<file path="src/rtl/sum_sq_pkg.sv">
// Shared definitions for the sum-of-squares unit and its downstream root stage.
// Holds FSM encodings, default widths and the counter-width helper.
package sum_sq_pkg;

   // Operand width of the square-root stage fed by y_bo.
   localparam int ROOT_W    = 10;
   localparam int IN_W_DEF  = 4;
   // Result width is tied to the root operand so both stay in step.
   localparam int OUT_W_DEF = ROOT_W;

   typedef enum logic [1:0] {
      IDLE   = 2'd0,
      SQ_A   = 2'd1,
      SQ_B   = 2'd2,
      FINISH = 2'd3
   } state_e;

   function automatic int ctr_w(input int w);
      return (w > 1) ? $clog2(w) : 1;
   endfunction

endpackage

</file>
<file path="src/rtl/sum_sq_step.sv">
// One shift-add partial-product step: sum_o = acc_i + (op_i[idx_i] ? op_i<<idx_i : 0).
// Ports: acc_i accumulator in, op_i operand, idx_i bit index, sum_o next accumulator.
module sum_sq_step #(
   parameter int IN_W  = 4,
   parameter int OUT_W = 10,
   parameter int CW    = 2
) (
   input  logic [OUT_W-1:0] acc_i,
   input  logic [IN_W-1:0]  op_i,
   input  logic [CW-1:0]    idx_i,
   output logic [OUT_W-1:0] sum_o
);

   logic [OUT_W-1:0] op_ext;
   logic [OUT_W-1:0] part;

   // Zero-extend before shifting so no high bits are lost.
   assign op_ext = OUT_W'(op_i);
   assign part   = op_i[idx_i] ? (op_ext << idx_i) : '0;
   assign sum_o  = acc_i + part;

endmodule

</file>
<file path="src/rtl/sum_sq.sv">
// Sequential sum-of-squares y = a*a + b*b, one partial product per clock.
// Ports: clk_i, rst_i (async high), a_bi/b_bi operands, start_i,
//        busy_o, done_o (1-cycle pulse), y_bo registered result.
module sum_sq
   import sum_sq_pkg::*;
#(
   parameter int IN_W  = IN_W_DEF,
   parameter int OUT_W = OUT_W_DEF
) (
   input  logic             clk_i,
   input  logic             rst_i,
   input  logic [IN_W-1:0]  a_bi,
   input  logic [IN_W-1:0]  b_bi,
   input  logic             start_i,
   output logic             busy_o,
   output logic             done_o,
   output logic [OUT_W-1:0] y_bo
);

   localparam int CW = ctr_w(IN_W);
   localparam logic [CW-1:0] CTR_LAST = CW'(IN_W - 1);

   if (OUT_W < 2*IN_W + 1) begin : g_width_chk
      $error("sum_sq: OUT_W must be >= 2*IN_W+1");
   end

   state_e           state_q, state_d;
   logic [CW-1:0]    ctr_q,   ctr_d;
   logic [OUT_W-1:0] acc_q,   acc_d;
   logic [IN_W-1:0]  opa_q,   opa_d;
   logic [IN_W-1:0]  opb_q,   opb_d;
   logic [OUT_W-1:0] y_q,     y_d;
   logic             done_q,  done_d;

   logic [IN_W-1:0]  step_op;
   logic [OUT_W-1:0] step_sum;

   // One adder serves both squaring phases.
   assign step_op = (state_q == SQ_B) ? opb_q : opa_q;

   sum_sq_step #(
      .IN_W  (IN_W),
      .OUT_W (OUT_W),
      .CW    (CW)
   ) u_step (
      .acc_i (acc_q),
      .op_i  (step_op),
      .idx_i (ctr_q),
      .sum_o (step_sum)
   );

   always_comb begin
      state_d = state_q;
      ctr_d   = ctr_q;
      acc_d   = acc_q;
      opa_d   = opa_q;
      opb_d   = opb_q;
      y_d     = y_q;
      done_d  = 1'b0;
      unique case (state_q)
         IDLE: begin
            if (start_i) begin
               opa_d   = a_bi;
               opb_d   = b_bi;
               acc_d   = '0;
               ctr_d   = '0;
               state_d = SQ_A;
            end
         end
         SQ_A, SQ_B: begin
            acc_d = step_sum;
            ctr_d = ctr_q + 1'b1;
            if (ctr_q == CTR_LAST) begin
               ctr_d   = '0;
               state_d = (state_q == SQ_A) ? SQ_B : FINISH;
            end
         end
         FINISH: begin
            // Only place y is written, so partial sums never show.
            y_d     = acc_q;
            done_d  = 1'b1;
            state_d = IDLE;
         end
         default: state_d = IDLE;
      endcase
   end

   always_ff @(posedge clk_i or posedge rst_i) begin
      if (rst_i) begin
         state_q <= IDLE;
         ctr_q   <= '0;
         acc_q   <= '0;
         opa_q   <= '0;
         opb_q   <= '0;
         y_q     <= '0;
         done_q  <= 1'b0;
      end else begin
         state_q <= state_d;
         ctr_q   <= ctr_d;
         acc_q   <= acc_d;
         opa_q   <= opa_d;
         opb_q   <= opb_d;
         y_q     <= y_d;
         done_q  <= done_d;
      end
   end

   assign busy_o = (state_q != IDLE);
   assign done_o = done_q;
   assign y_bo   = y_q;

endmodule

</file>
<file path="config.mk">
export PLATFORM = sky130hd
export DESIGN_NAME = sum_sq
export DESIGN_NICKNAME = d
export VERILOG_FILES = /design/src/rtl/sum_sq_pkg.sv /design/src/rtl/sum_sq_step.sv /design/src/rtl/sum_sq.sv
export SDC_FILE = /design/constraint.sdc
export NUM_CORES = 1
export LEC_CHECK = 0
export CAP_MARGIN = 10
export CORE_MARGIN = 4
export CORE_UTILIZATION = 62
export DETAILED_ROUTE_END_ITERATION = 10
export DONT_BUFFER_PORTS = 1
export PLACE_DENSITY = 0.75
export SLEW_MARGIN = 15
export SYNTH_ARGS = -nofsm -noshare
export SYNTH_HDL_FRONTEND = slang
export SYNTH_SLANG_ARGS = --single-unit
</file>
<file path="constraint.sdc">
create_clock -name clk_i -period 2.93 [get_ports clk_i]
set_input_delay 0.7325 -clock clk_i [delete_from_list [all_inputs] [get_ports clk_i]]
set_output_delay 0.7325 -clock clk_i [all_outputs]
set_load 0.05 [all_outputs]
</file>
==> flow_summary.yaml, run 1 <==
run_status:
  status: "finished clean"
routing:
  via_count: 1204
  wirelength_um: 3260
  ant_nets: 0
  wl_per_cell_um: 16.4
  first_pass_iters: 4
  drc: 0
  via_per_inst: 6.08
  drtIter0Drc: 75
worst_setup_path:
  arrival_ns: 3.02
  critPathRequiredTime_ns: 3.16
  crit-reg2reg-launch: "state_q[0]"
  critical_path_class: "register to register"
  ff2ff_path_depth: 11
  ff2ff_setup_slack_ns: 0.14
  worst-path-max-fanout: 5
  endpoint_kind: "register"
  r2r_end: "acc_q[6]"
  start_kind: "register"
power_and_ir_drop:
  ir_worst_vdd_uv: 899
  switching_share_pct: 46.2
  seqPwrFrac_pct: 42.5
  power_density_nw_per_um2: 1270
  p_clk_share_pct: 10.0
  netSwitchingPower_mw: 1.12
  pwr-share-comb_pct: 47.4
  p_int_mw: 1.30
  p_leak_nw: 0.874
timing:
  tightest_slew_ns: 0.683
  period_share_pct: 95.2
  max_freq_ghz: 0.359
  layout_setup_ws_ns: 0.142
  fin_crit_ns: 2.79
  setup_viol: 0
  fin_skew_ns: 0.00494
  setup_tns_ns: 0
  drv_slew: 0
  max-slew-margin-rel_pct: 53.2
  timing.final.hold_violations: 0
grt:
  grt_use_total_pct: 20.3
  grt_pass1_wl_um: 5550
  antenna_found_initial: 0
  grt_pass1_vias: 1219
  grt_max_degree: 34
  overflow: 0
logic_synthesis:
  yosys_most_used_dff: "dfrtp_1"
  yosys.area_share.simple_pct: 11.1
  yosys.area_share.adder_pct: 9.56
  avgSynthCellArea_um2: 11.2
  synthArstFlopShare_pct: 100
  synth_compound_area_share_pct: 14.7
  ys_seq_area_share_pct: 46.4
  synth_cell_types: 36
  yosysWarnings: 0
  ys_ff_latch: 33
  synthCells: 159
  synth_top_family_by_area: "compound AO/OA/AOI/OAI gates"
  syn_area_um2: 1780
  synthXorXnorAreaFrac_pct: 1.48
  syn_nets: 183
  synth_edf_count: 0
  synth_mux_area_share_pct: 14.3
floorplan:
  pin_count: 23
  dieArea_um2: 3790
  rows: 19
  initial_core_util_pct: 64.6
  fp.dieW_um: 61.6
  core_area_um2: 2760
  die_h_um: 61.6
min_path:
  hp-class: "primary input to async pin"
clock_tree:
  post_cts_buffers: 0
  cts_htree_levels: 2
  cts_tree: "built"
  cts_sinks: 33
  cts-root-buf: "clkbuf_4"
  numCtsBuffers: 5
  cts.clk_slew.worst_paths_ns: 0.10
  clk_latency_ns: 0.33
  clockBufferDepth: 2
place:
  hpwl_um: 2420
  gp_congestion: 0.912
  place_area_um2: 1830
  pre_cts_ws_ns: 0.0892
  port_buffers: 0
final_layout:
  area_growth_pct: 6.68
  fin_nets: 190
  layout-drive-gt1-share_pct: 22.2
  antenna_cells: 0
  design_area_um2: 1900
  final_common_cell: "dfrtp_1"
  layout_common_cells: "dfrtp_1, mux2_2, nand2_1, inv_1, ha_1"
flow_run:
  cap_violations: 0
==> logic make-up (layout without fill, tap and decap cells) <==
group	after synthesis	after routing
and+or+nand+nor	38	38
AOI/OAI and AO/OA	37	37
DFF	33	33
muxes	23	23
adders and majority gates	13	13
buffers and inverters	12	20
xor gates and xnor gates	3	3
==> power by group through the flow <==
| stage | registers (mW) | logic [mW] | clock network, mW |
|---|---|---|---|
| after detailed placement | 1.03 | 1.13 | 0 |
| after CTS | 1.02 | 1.14 | 0.253 |
| after global placement | 1.02 | 1.08 | 0 |
| after global routing | 1.06 | 1.29 | 0.278 |
| final | 1.03 | 1.15 | 0.242 |
| after floorplan | 0.982 | 0.928 | 0 |
==> routing by layer <==
metal / track usage, % / vias to the layer above / wire length (µm) / share of wire (%)
li1: - / 587 / - / -
met1: 25.6 / 583 / 1430 / 44
met2: 33.8 / 27 / 1640 / 50
met3: 4.19 / 7 / 119 / 3.7
met4: 8.18 / 0 / 61 / 1.9
met5: 0 / - / 0 / 0
==> cell type report <==
cell class	instances	area, µm²
clock inverter	2	10.0
tap	31	38.8
inverter	10	37.5
multi-input combinational	114	931
timing repair buffer	2	15.0
sequential	33	826
fill	214	858
clock buffer	6	41.3
==> cells in the mapped netlist, types with 3 or more instances <==
cell type   n  area [µm²]
nor2_1      6        22.5
inv_1      10        37.5
a22o_1      3        26.3
nand2_1    12        45.0
o21ai_1     5        25.0
nand3_1     3        15.0
mux2i_1     4        40.0
or3_1       3        18.8
dfrtp_1    33         826
o21ai_0     6        30.0
a21oi_1     8        40.0
mux2_2     19         214
ha_1       12         150
nand3b_1    3        22.5
nand2b_1    3        18.8
==> flip-flops by register name, summed over array words and instances (netlist names) <==
name / cells
acc_q: 10
y_bo: 10
opa_q: 4
opb_q: 4
ctr_q: 2
state_q: 2
done_o: 1
==> stage by stage <==
step | instances | util (%) | hold WS, ns | total power [mW]
after floorplan | 159 | - | 0.474 | 1.91
after global placement | 190 | 66.2 | 0.488 | 2.09
after detailed placement | 190 | 66.2 | 0.496 | 2.16
after CTS | 198 | 68.1 | 0.366 | 2.41
after global routing | 198 | 68.9 | 0.385 | 2.64
final | 198 | 68.9 | 0.357 | 2.42
==> worst max-delay path, cell delays in order, from the launching register on <==
cell	delay (ns)
dfrtp_1	0.44
inv_1	0.11
ha_2	0.27
mux2_2	0.39
nand3b_1	0.09
o31ai_1	0.09
ha_1	0.34
o21a_1	0.22
o31ai_4	0.07
a21boi_1	0.11
or3_1	0.31
a32o_1	0.25
==> worst max path at each step <==
stage	startpoint	end	slack (ns)	cells past startpoint
3_5_place_dp	state_q[0]	acc_q[6]	0.09	12
5_1_grt	state_q[0]	acc_q[6]	-0.004	11
6_report	state_q[0]	acc_q[6]	0.14	11
3_3_place_gp	state_q[0]	acc_q[6]	0.17	12
4_1_cts	state_q[0]	acc_q[6]	0.07	12
2_1_floorplan	state_q[0]	acc_q[5]	0.35	11
==> what timing repair did <==
| action | CTS | global route |
|---|---|---|
| hold buffers | 0 | 0 |
| endpoints found under the setup margin | 0 | 2 |
| endpoints found under the hold margin | 0 | 0 |
| resized for setup | 0 | 6 |
(Power assumes the default switching activity.)
==> inputs of run 2 (changes only) <==
- ABC_AREA: default -> 1
==> run 2 against run 1 <==
Net effect: design area up 2.8%; largest power group unchanged; highest routed layer unchanged; clock-buffer cell count up 1; synthesized cell count rose by 50%; utilization up 0.71 points; first-iteration DRC count is 23% higher.
==> flow_summary.yaml, run 2 <==
final_layout:
  antenna_cells: 0
  layout_common_cells: "nand2_1, dfrtp_1, inv_1, o21ai_0, nor2_1"
  fin_nets: 267
  finish.utilization_pct: 69.6
  area_growth_pct: 5.41
  fillers: 242
  layout-drive-gt1-share_pct: 7.41
  final_common_cell: "nand2_1"
  design_area_um2: 1950
  instances_no_fill: 274
grt:
  grt_pass1_vias: 1573
  overflow: 0
  antenna_found_initial: 0
  grt_pass1_wl_um: 6660
  grt_max_degree: 34
  grt_use_total_pct: 21.8
timing:
  setup_tns_ns: 0
  period_share_pct: 87.8
  rsz0062_at_grt: "no"
  tightest_slew_ns: 0.484
  timing.final.hold_violations: 0
  fin_skew_ns: 0.00828
  drv_slew: 0
  layout_setup_ws_ns: 0.357
  timing.hold.ws_ns: 0.366
  max-slew-margin-rel_pct: 67.7
  max_freq_ghz: 0.389
  setup_viol: 0
  fin_crit_ns: 2.57
logic_synthesis:
  ys_ff_latch: 33
  yosysWarnings: 0
  yosys_most_used_dff: "dfrtp_1"
  synth_edf_count: 0
  syn_area_um2: 1850
  netlist.area_leader.share_pct: 44.6
  synth_most_common_cell: "nand2_1"
  avgSynthCellArea_um2: 7.78
  synthArstFlopShare_pct: 100
  ys_top_cells_by_area: "dfrtp_1, nand2_1, ha_1"
  synthCells: 238
  syn_nets: 262
  ys_seq_area_share_pct: 44.6
  yosysTopAreaCell: "dfrtp_1"
  synth.top_cells.by_count: "nand2_1, dfrtp_1, inv_1, nor2_1, o21ai_0"
  synth_cell_types: 27
routing:
  drc: 0
  ant_nets: 0
  wl_per_cell_um: 14.1
  first_pass_iters: 5
  wirelength_um: 3850
  drtIter0Drc: 92
  via_per_inst: 5.68
  via_count: 1556
worst_setup_path:
  critPathMaxStageDelay_ns: 0.42
  worst-path-max-fanout: 8
  path_common_cell: "nand2_1"
  crit_chain: "inv_1 -> ha_4 -> nand2_1 -> o21ai_1 -> nand2_1 -> nand2_1 -> nand2_1 -> nor2_1 -> inv_1 -> fa_1 -> inv_1 -> nand2_1 -> nand2_1 -> nand4_1 -> nand2_1 -> nand2_1 -> nand3_1 -> nand2_1"
  critical_path_class: "register to register"
  crit_slowest_cell: "dfrtp_1"
  crit_family: "simple AND/OR/NAND/NOR gates"
  start_kind: "register"
  endpoint_kind: "register"
  critPathBufInv: 3
  arrival_ns: 2.82
  crit-reg2reg-launch: "state_q[0]"
  worstSetupStartpoint: "state_q[0]"
  critPathRequiredTime_ns: 3.17
power_and_ir_drop:
  p_total_mw: 2.37
  p_int_mw: 1.14
  netSwitchingPower_mw: 1.23
  pwr-share-comb_pct: 49.3
  power_density_nw_per_um2: 1210
  switching_share_pct: 51.8
  p_clk_share_pct: 11.0
  p_leak_nw: 1.06
  seqPwrFrac_pct: 39.7
  ir_worst_vdd_uv: 841
floorplan:
  die_h_um: 62.7
  rows: 19
  pin_count: 23
  core_area_um2: 2810
  initial_core_util_pct: 66.0
  fp.dieW_um: 62.7
  dieArea_um2: 3930
min_path:
  hp-class: "primary input to async pin"
clock_tree:
  cts-root-buf: "clkbuf_4"
  numCtsBuffers: 5
  clk_latency_ns: 0.34
  cts_htree_levels: 2
  cts_sinks: 33
  post_cts_buffers: 0
  cts_tree: "built"
  cts.clk_slew.worst_paths_ns: 0.10
  clockBufferDepth: 2
place:
  pre_cts_ws_ns: 0.289
  hpwl_um: 2940
  gp_congestion: 0.857
  place_area_um2: 1880
  numPlacedInstances: 267
  port_buffers: 0
flow_run:
  cap_violations: 0
run_status:
  status: "finished clean"
run 2: metal layers:
metal / wire length [µm] / vias up / global-route usage (%) / share of wire (%)
met5: 0 / - / 0 / 0
met4: 138 / 0 / 12.9 / 3.6
met3: 238 / 16 / 7.55 / 6.2
met2: 1930 / 55 / 38.5 / 50
met1: 1550 / 721 / 22.1 / 40
li1: - / 764 / - / -
run 2: worst register-to-register path: cells and delay by family, from the launching register on:
kind,cells,cell delay (ns)
buffers and inverters,3,0.29
adders and majority gates,2,0.61
AOI/OAI and AO/OA,1,0.10
and+or+nand+nor,12,1.05
DFF,1,0.42
run 2: logic make-up (layout without fill, tap and decap cells):
family / Yosys count / after routing / share of synthesized area [%]
and+or+nand+nor: 125 / 125 / 28.0
DFF: 33 / 33 / 44.6
buffers and inverters: 33 / 38 / 6.96
AOI/OAI and AO/OA: 32 / 32 / 10.2
adders and majority gates: 13 / 13 / 9.19
muxes: 2 / 2 / 1.08
run 2: timing repair:
action                     4_1_cts  5_1_grt
gates resized for setup          0        2
setup endpoints to repair        0        2
hold endpoints to repair         0        0
hold buffers                     0        0
run 2: path summary, 6_finish.rpt:
path	cells after the start	slack (ns)	to
max in group asynchronous	2	2.26	y_bo[2]
min in group clk_i	2	0.50	opb_q[2]
setup reg to reg	18	0.36	acc_q[6]
hold / removal	2	0.37	acc_q[5]
setup / recovery	18	0.36	acc_q[6]
hold reg to reg	2	0.50	opb_q[2]
run 2: power groups by stage:
stage	combinational, mW	sequential (mW)	clock, mW
6_report	1.17	0.939	0.260
5_1_grt	1.33	0.962	0.285
4_1_cts	1.15	0.938	0.261
3_5_place_dp	1.14	0.947	0
3_3_place_gp	1.09	0.939	0
2_1_floorplan	0.924	0.904	0
run 2: layout make-up:
class                           count  area, µm²  share of cell area [%]
Clock buffer                        7       55.1                    2.82
Sequential cell                    33        826                    42.3
Timing Repair Buffer                1       7.51                   0.385
Tap cell                           31       38.8                    1.99
Multi-Input combinational cell    172        910                    46.6
Inverter                           30        115                    5.90
